$ cat src/rtl/divider.sv
// divider: 64-bit restoring divider for the DIV/DIVU/REM/REMU and W variants, IDLE/BUSY/DONE handshake.
// Define DIV_EARLY_OUT_EN to finish divide-by-zero and signed-overflow cases one cycle after acceptance.
module divider #(
  parameter int WIDTH = 64
) (
  input  logic             clk,
  input  logic             reset,
  input  logic             flush,
  input  logic             in_valid,
  output logic             in_ready,
  input  logic [WIDTH-1:0] a,
  input  logic [WIDTH-1:0] b,
  input  logic [2:0]       op,
  output logic             out_valid,
  input  logic             out_ready,
  output logic [WIDTH-1:0] c
);
  localparam int HW = WIDTH / 2;
  typedef enum logic [1:0] {IDLE, BUSY, DONE} state_t;
  state_t r_state, w_next;
  logic [6:0] r_cnt;
  logic [2:0] r_op;
  logic [WIDTH-1:0] r_a, r_b, r_quo, r_rem;
  logic [WIDTH-1:0] w_a_ext, w_b_ext, w_a_mag, w_b_mag, w_q, w_r, w_res;
  logic [WIDTH:0] w_shift, w_diff;
  logic w_signed, w_word, w_accept, w_early, w_r_signed;
  assign w_signed = !op[0];
  assign w_word   = op[2];
  assign w_a_ext  = !w_word ? a : {{HW{w_signed & a[HW-1]}}, a[HW-1:0]};
  assign w_b_ext  = !w_word ? b : {{HW{w_signed & b[HW-1]}}, b[HW-1:0]};
  assign w_a_mag  = (w_signed && w_a_ext[WIDTH-1]) ? -w_a_ext : w_a_ext;
  assign w_accept = in_valid && r_state == IDLE && !flush;
`ifdef DIV_EARLY_OUT_EN
  assign w_early = (w_b_ext == '0) || (w_signed && (w_word ?
                   (a[HW-1:0] == {1'b1, {(HW-1){1'b0}}} && b[HW-1:0] == '1) :
                   (a == {1'b1, {(WIDTH-1){1'b0}}} && b == '1)));
`else
  assign w_early = 1'b0;
`endif
  always_ff @(posedge clk or negedge reset)
    if (!reset) r_state <= IDLE;
    else r_state <= w_next;
  always_comb begin
    w_next = r_state;
    if (flush) w_next = IDLE;
    else if (r_state == IDLE && in_valid) w_next = w_early ? DONE : BUSY;
    else if (r_state == BUSY && r_cnt == 7'(WIDTH - 1)) w_next = DONE;
    else if (r_state == DONE && out_ready) w_next = IDLE;
  end
  // r_quo starts as the dividend magnitude and fills with quotient bits from the LSB
  assign w_r_signed = !r_op[0];
  assign w_b_mag    = (w_r_signed && r_b[WIDTH-1]) ? -r_b : r_b;
  assign w_shift    = {r_rem, r_quo[WIDTH-1]};
  assign w_diff     = w_shift - {1'b0, w_b_mag};
  always_ff @(posedge clk or negedge reset)
    if (!reset) begin
      r_cnt <= '0;
      r_op  <= '0;
      r_a   <= '0;
      r_b   <= '0;
      r_quo <= '0;
      r_rem <= '0;
    end else if (w_accept) begin
      r_cnt <= '0;
      r_op  <= op;
      r_a   <= w_a_ext;
      r_b   <= w_b_ext;
      r_quo <= w_a_mag;
      r_rem <= '0;
    end else if (r_state == BUSY) begin
      r_cnt <= r_cnt + 7'd1;
      r_quo <= {r_quo[WIDTH-2:0], !w_diff[WIDTH]};
      r_rem <= w_diff[WIDTH] ? w_shift[WIDTH-1:0] : w_diff[WIDTH-1:0];
    end
  // signed overflow needs no override: |min|/1 negated wraps back to min with remainder 0
  assign w_q   = (w_r_signed && (r_a[WIDTH-1] ^ r_b[WIDTH-1])) ? -r_quo : r_quo;
  assign w_r   = (w_r_signed && r_a[WIDTH-1]) ? -r_rem : r_rem;
  assign w_res = (r_b == '0) ? (r_op[1] ? r_a : '1) : (r_op[1] ? w_r : w_q);
  assign in_ready  = r_state == IDLE;
  assign out_valid = r_state == DONE;
  assign c = !out_valid ? '0 : r_op[2] ? {{HW{w_res[HW-1]}}, w_res[HW-1:0]} : w_res;
endmodule

$ cat config.mk
export PLATFORM = sky130hd
export DESIGN_NAME = divider
export DESIGN_NICKNAME = d
export VERILOG_FILES = /design/src/rtl/divider.sv
export SDC_FILE = /design/constraint.sdc
export NUM_CORES = 1
export LEC_CHECK = 0
export BUFFER_PORTS_ARGS = -buffer_cell sky130_fd_sc_hd__buf_2
export CAP_MARGIN = 20
export CORE_AREA = 2 2 213 268
export CTS_CLUSTER_SIZE = 16
export DETAILED_ROUTE_END_ITERATION = 16
export DIE_AREA = 0 0 215 270
export PLACE_DENSITY = 0.54
export RECOVER_POWER = 50
export SYNTH_ARGS = -nofsm -noshare
export SYNTH_HDL_FRONTEND = slang
export SYNTH_SLANG_ARGS = --single-unit
$ cat constraint.sdc
create_clock -name clk -period 6.9 [get_ports clk]
set_input_delay 1.38 -clock clk [delete_from_list [all_inputs] [get_ports clk]]
set_output_delay 1.38 -clock clk [all_outputs]
set_load 0.02 [all_outputs]
* After elaboration in Yosys (flattened, before gate mapping)
Index checks and enable logic that the tools add are counted.
** Word-level totals
- Bits in registers :: 268
- Input bits :: 136
** Cells by class
- Eq/ne operators :: 3
- Bitwise logic cells :: 3
- Reductions and logical operators :: 16
- Muxes and demuxes :: 22
- Add/subtract/negate cells :: 6
** Operator list (number)
- two-way mux 64 bit :: 16
- negator 64 bit :: 4
- subtractor 65 x 64 -> 65 bit :: 1
- zero test 64 bit :: 1
- two-way mux 7 bit :: 2
- logical AND 1 bit :: 8
- two-way mux 2 bit :: 4
- adder 7 x 1 -> 7 bit (second input constant) :: 1
- equality test 7 x 6 -> 1 bit (second input constant) :: 1
- zero test 1 bit :: 4
- nonzero test 4 bit :: 1
- AND 1 bit :: 2
- equality test 2 x 1 -> 1 bit (second input constant) :: 1
- equality test 2 bit (second input constant) :: 1
- zero test 2 bit :: 1
- nonzero test 2 bit :: 1
- XOR 1 bit :: 1

* Longest topological paths before layout
- Depth after elaboration :: 7
- Depth in mapped cells :: 24

* Worst setup path before layout
No wires, ideal clock.
- Kind :: flip-flop to flip-flop
- Start :: register r_b[19]
- End :: register r_rem[24]
- Path buffers :: 4
- Required time :: 6.823 ns
- Clock period less this slack :: 5.429 ns
- Data arrival time :: 5.352 ns
- Slack :: 1.471 ns
- Stages on the path, launching flop included :: 21
- Setup time :: 0.077 ns
- Cells stage by stage :: dfrtp_1 > or4_4 > nor4_4 > nand2b_2 > or4_1 > buf_2 > or3_1 > o31ai_1 > xor2_1 > ha_1 > clkbuf_1 > nand4_1 > or3_1 > nor3_1 > nand3_1 > o2111ai_1 > xnor2_1 > clkbuf_1 > clkbuf_1 > a21oi_1 > a21oi_1
** Between the ends
- Cells in the longest elaborated chain, start to end :: 6
** RTL lines
- start, declared :: RTL line 23 : logic [WIDTH-1:0] r_a, r_b, r_quo, r_rem;
- start signal, assigned :: RTL line 67 : r_b <= w_b_ext;
- negator 64 bit :: RTL line 52 : assign w_b_mag = (w_r_signed && r_b[WIDTH-1]) ? -r_b : r_b;
- two-way mux 64 bit (*) :: RTL line 52
- subtractor 65 x 64 -> 65 bit (*) :: RTL line 54 : assign w_diff = w_shift - {1'b0, w_b_mag};
- two-way mux 64 bit (*) :: RTL line 73 : r_rem <= w_diff[WIDTH] ? w_shift[WIDTH-1:0] : w_diff[WIDTH-1:0];
- two-way mux 64 bit (*) :: RTL line 70 : end else if (r_state == BUSY) begin
- two-way mux 64 bit (*) :: RTL line 63 : end else if (w_accept) begin
- end signal, assigned :: RTL line 73
- end, declared :: RTL line 23
Mark *: on every way between the ends. The rest lies on a longest branch, timed or not. The select of a mux whose other input is x is not followed.
A chain may end at the register's enable or synchronous reset.

* Worst setup path after layout
- Start :: register r_b[6]
- End :: output port c[45]
** Between the ends
- Cells in the longest elaborated chain, start to end :: 4
** RTL lines
- zero test 64 bit :: RTL line 78 : assign w_res = (r_b == '0) ? (r_op[1] ? r_a : '1) : (r_op[1] ? w_r : w_q);
- two-way mux 64 bit :: RTL line 78
- two-way mux 64 bit (2 in a row) :: RTL line 81 : assign c = !out_valid ? '0 : r_op[2] ? {{HW{w_res[HW-1]}}, w_res[HW-1:0]} : w_res;
- end, declared :: RTL line 16 : output logic [WIDTH-1:0] c
No other way between the ends.

==> insert_results.sql <==
INSERT INTO impl_metrics (metric_group, metric, value, unit) VALUES
('status', 'run_status', 'complete, but fails checks', ''),
('status', 'violations', 'max-capacitance violations, max-slew violations', ''),
('sta', 'finalSetupViolCount', '0', ''),
('finish', 'leading_cell_type_in_the_layout_fill_and_taps_excluded', 'nand2_1', ''),
('synthesis', 'yosys_warnings', '0', ''),
('finish', 'final_util', '44.44', '%'),
('sta', 'finalMaxSlewViolations', '339', ''),
('finish', 'multi_input_comb_area', '14460', 'um^2'),
('sta', 'fin_tns_setup', '0', 'ns'),
('synthesis', 'postSynth.topFlopCell', 'dfrtp_1', ''),
('worst_setup_path', 'worstPathArrival', '5.01', 'ns'),
('worst_setup_path', 'timing.critical_path.cells', 'or4_1 > nor3_1 > nand2_1 > or4_1 > or4_4 > buf_4 > nand2b_2 > nor2_2 > buf_4 > a21oi_1 > o21ai_0 > nor2_1 > buf_2', ''),
('worst_hold_path', 'min_path_cells', '2', ''),
('clocking', 'cts_setup_buffers', '0', ''),
('detailed_routing', 'drt.antenna.violating_nets', '0', ''),
('placed_design', 'final_gp_congestion', '0.9213', ''),
('detailed_routing', 'total_wirelength_of_the_detailed_routed_design', '77590', 'um'),
('finish', 'fillCellCount', '5707', ''),
('finish', 'sequential_cell_area', '6708', 'um^2'),
('worst_setup_path', 'critical_path.reg2reg.endpoint', 'r_rem[61]$_DFFE_PN0P_', ''),
('worst_setup_path', 'critical_path_class', 'reg -> out', ''),
('synthesis', 'synth.mux.area_fraction', '1.504', '%'),
('worst_setup_path', 'r2r.worst_path.cells', '20', ''),
('clocking', 'cts_tree', 'yes', ''),
('floorplan', 'design.die.area', '58050', 'um^2'),
('detailed_routing', 'drc', '0', ''),
('worst_setup_path', 'req_time_crit_path', '5.52', 'ns'),
('clocking', 'clock_pin_slew_on_the_worst_setup_and_hold_paths', '0.06', 'ns'),
('floorplan', 'row_count', '97', ''),
('grt', 'number_of_global_route_vias_before_repair', '20870', ''),
('synthesis', 'yosys_register_bits', '268', ''),
('synthesis', 'synth_seq_area_share', '30.42', '%'),
('synthesis', 'synth_simple_gate_area_share', '21.65', '%'),
('worst_setup_path', 'worst_r2r_startpoint', 'r_b[2]$_DFFE_PN0P_', ''),
('clocking', 'cts.htree.levels', '2', ''),
('power_and_ir_drop', 'totalPowerFinal', '10670', 'uW'),
('sta', 'worst_clock_skew', '0.01696', 'ns'),
('worst_setup_path', 'critPathLaunchType', 'flop', ''),
('detailed_routing', 'via_count', '21710', ''),
('grt', 'antenna_found_initial', '0', ''),
('finish', 'layout-area-overhead-vs-synth', '12.05', '%'),
('worst_setup_path', 'worstPathBufferInverterCount', '3', ''),
('worst_hold_path', 'worst_hold_path.endpoint', 'r_a[3]$_DFFE_PN0P_', ''),
('synthesis', 'async_reset_ff_share', '100.0', '%'),
('clocking', 'clock_root_cell', 'clkbuf_16', ''),
('sta', 'layout_worst_path_cycle_share', '92.60', '%'),
('synthesis', 'synth-edff-count', '0', ''),
('sta', 'layout_setup_ws', '0.5104', 'ns'),
('power_and_ir_drop', 'total_power_per_unit_cell_area', '431.9', 'nW/um^2'),
('detailed_routing', 'highest_layer', 'met4', ''),
('worst_setup_path', 'cp_top_family', 'simple AND/OR/NAND/NOR gates', ''),
('sta', 'tightest_slew', '4.395', 'ns'),
('clocking', 'clkSinkCount', '268', ''),
('synthesis', 'synth_fp_nets', '3057', ''),
('grt', 'grt_use_total', '26.02', '%'),
('power_and_ir_drop', 'peakVddDrop', '0.0002113', 'V'),
('detailed_routing', 'detailedRoute.firstIterationViolations', '1853', ''),
('detailed_routing', 'met2_routed_wl', '35360', 'um'),
('finish', 'n_antenna_cell', '0', ''),
('floorplan', 'die_width', '215', 'um'),
('job', 'timing.max_cap.violations', '5', ''),
('detailed_routing', 'wl_per_cell', '20.99', 'um'),
('power_and_ir_drop', 'clockPowerShare', '17.6', '%'),
('synthesis', 'synth-xor-area-share', '11.68', '%'),
('floorplan', 'boundaryPins', '202', ''),
('detailed_routing', 'drt-pass1-iter-count', '6', ''),
('worst_setup_path', 'end_kind', 'output pin', ''),
('power_and_ir_drop', 'share_seq_of_total_power', '26.0', '%'),
('synthesis', 'post_synth_instance_area', '22050', 'um^2'),
('placed_design', 'hpwlAfterDp', '57640', 'um'),
('worst_setup_path', 'critical_path.slowest_cell', 'or4_1', '');
-- registers in the layout (all words and copies together), names as in the netlist --
signal and cells:
r_b 64, r_quo 64, r_op 3, r_a 64, r_rem 64, r_cnt 7
r_state 2
-- synthesized netlist by cell type, types with 22 or more instances --
cell	count	area share, %
or4_1	28	0.95
a21oi_1	276	6.3
o31ai_1	61	2.1
nor4_1	35	0.99
or3_1	27	0.77
nand2b_1	30	0.85
clkbuf_1	164	2.8
a21o_1	40	1.4
xnor2_1	159	6.3
nor2_1	258	4.4
nand3_1	23	0.52
o22ai_1	26	0.74
a22oi_1	35	1.2
nand4_1	24	0.68
xor2_1	135	5.4
dfrtp_1	268	30
nand2_1	467	8.0
a221o_1	35	1.6
a221oi_1	22	0.87
a31oi_1	48	1.4
inv_1	39	0.66
o21ai_0	220	5.0
nor3_1	59	1.3
ha_1	69	3.9
-- routing by layer --
layer  track usage [%]  up-vias
li1                  -    10430
met1             36.22    10450
met2             41.82      694
met3             2.860      135
met4             9.129        0
met5                 0        -
-- power groups by stage --
stage / clock network, uW / registers [uW] / logic, uW
finish: 1880 / 2780 / 6010
global placement: 0 / 2760 / 5880
floorplan: 0 / 2450 / 4620
global route: 1980 / 2850 / 6720
CTS: 1930 / 2750 / 5960
detailed placement: 0 / 2770 / 5930
-- worst reg2reg max path: cells and delay by family (launching register included) --
family	cells	cell delay, ns
AO/OA/AOI/OAI	4	1.08
flip-flops	1	0.43
AND/OR/NAND/NOR	11	3.10
buffers and inverters	2	0.56
adder cells (fa/ha/maj)	1	0.42
XOR/XNOR	2	0.31
-- worst max path at each step --
stage | startpoint | end | slack, ns
after floorplan | r_b[19]$_DFFE_PN0P_ | r_rem[24]$_DFFE_PN0P_ | 1.47
after global placement | r_b[6]$_DFFE_PN0P_ | r_rem[58]$_DFFE_PN0P_ | 0.97
after detailed placement | r_b[6]$_DFFE_PN0P_ | r_rem[61]$_DFFE_PN0P_ | 0.85
after CTS | r_b[6]$_DFFE_PN0P_ | c[45] | 0.48
after global routing | r_b[2]$_DFFE_PN0P_ | r_rem[55]$_DFFE_PN0P_ | 0.20
final | r_b[6]$_DFFE_PN0P_ | c[45] | 0.51
-- stage by stage --
stage | hold slack, ns | area, um^2
6_report | 0.4679 | 24700
5_1_grt | 0.4947 | 24700
4_1_cts | 0.4713 | 24740
3_5_place_dp | 0.4573 | 23590
3_3_place_gp | 0.4532 | 23580
2_1_floorplan | 0.4404 | 22050
-- layout make-up --
class,count,share of cell area (%)
clock buffers,44,3.844
clock inverters,14,0.8155
inverters,39,0.5926
multi-input cells,2352,58.53
flip-flops and latches,268,27.15
well taps,742,3.758
repair buffers,238,5.308
-- logic make-up after synthesis --
family | Yosys count
flip-flops | 268
AND/OR/NAND/NOR | 1037
multiplexers | 31
AO/OA/AOI/OAI | 920
adder cells (fa/ha/maj) | 70
buffers and inverters | 231
XOR/XNOR | 294
Note: power is estimated with default switching activity, not from simulation.
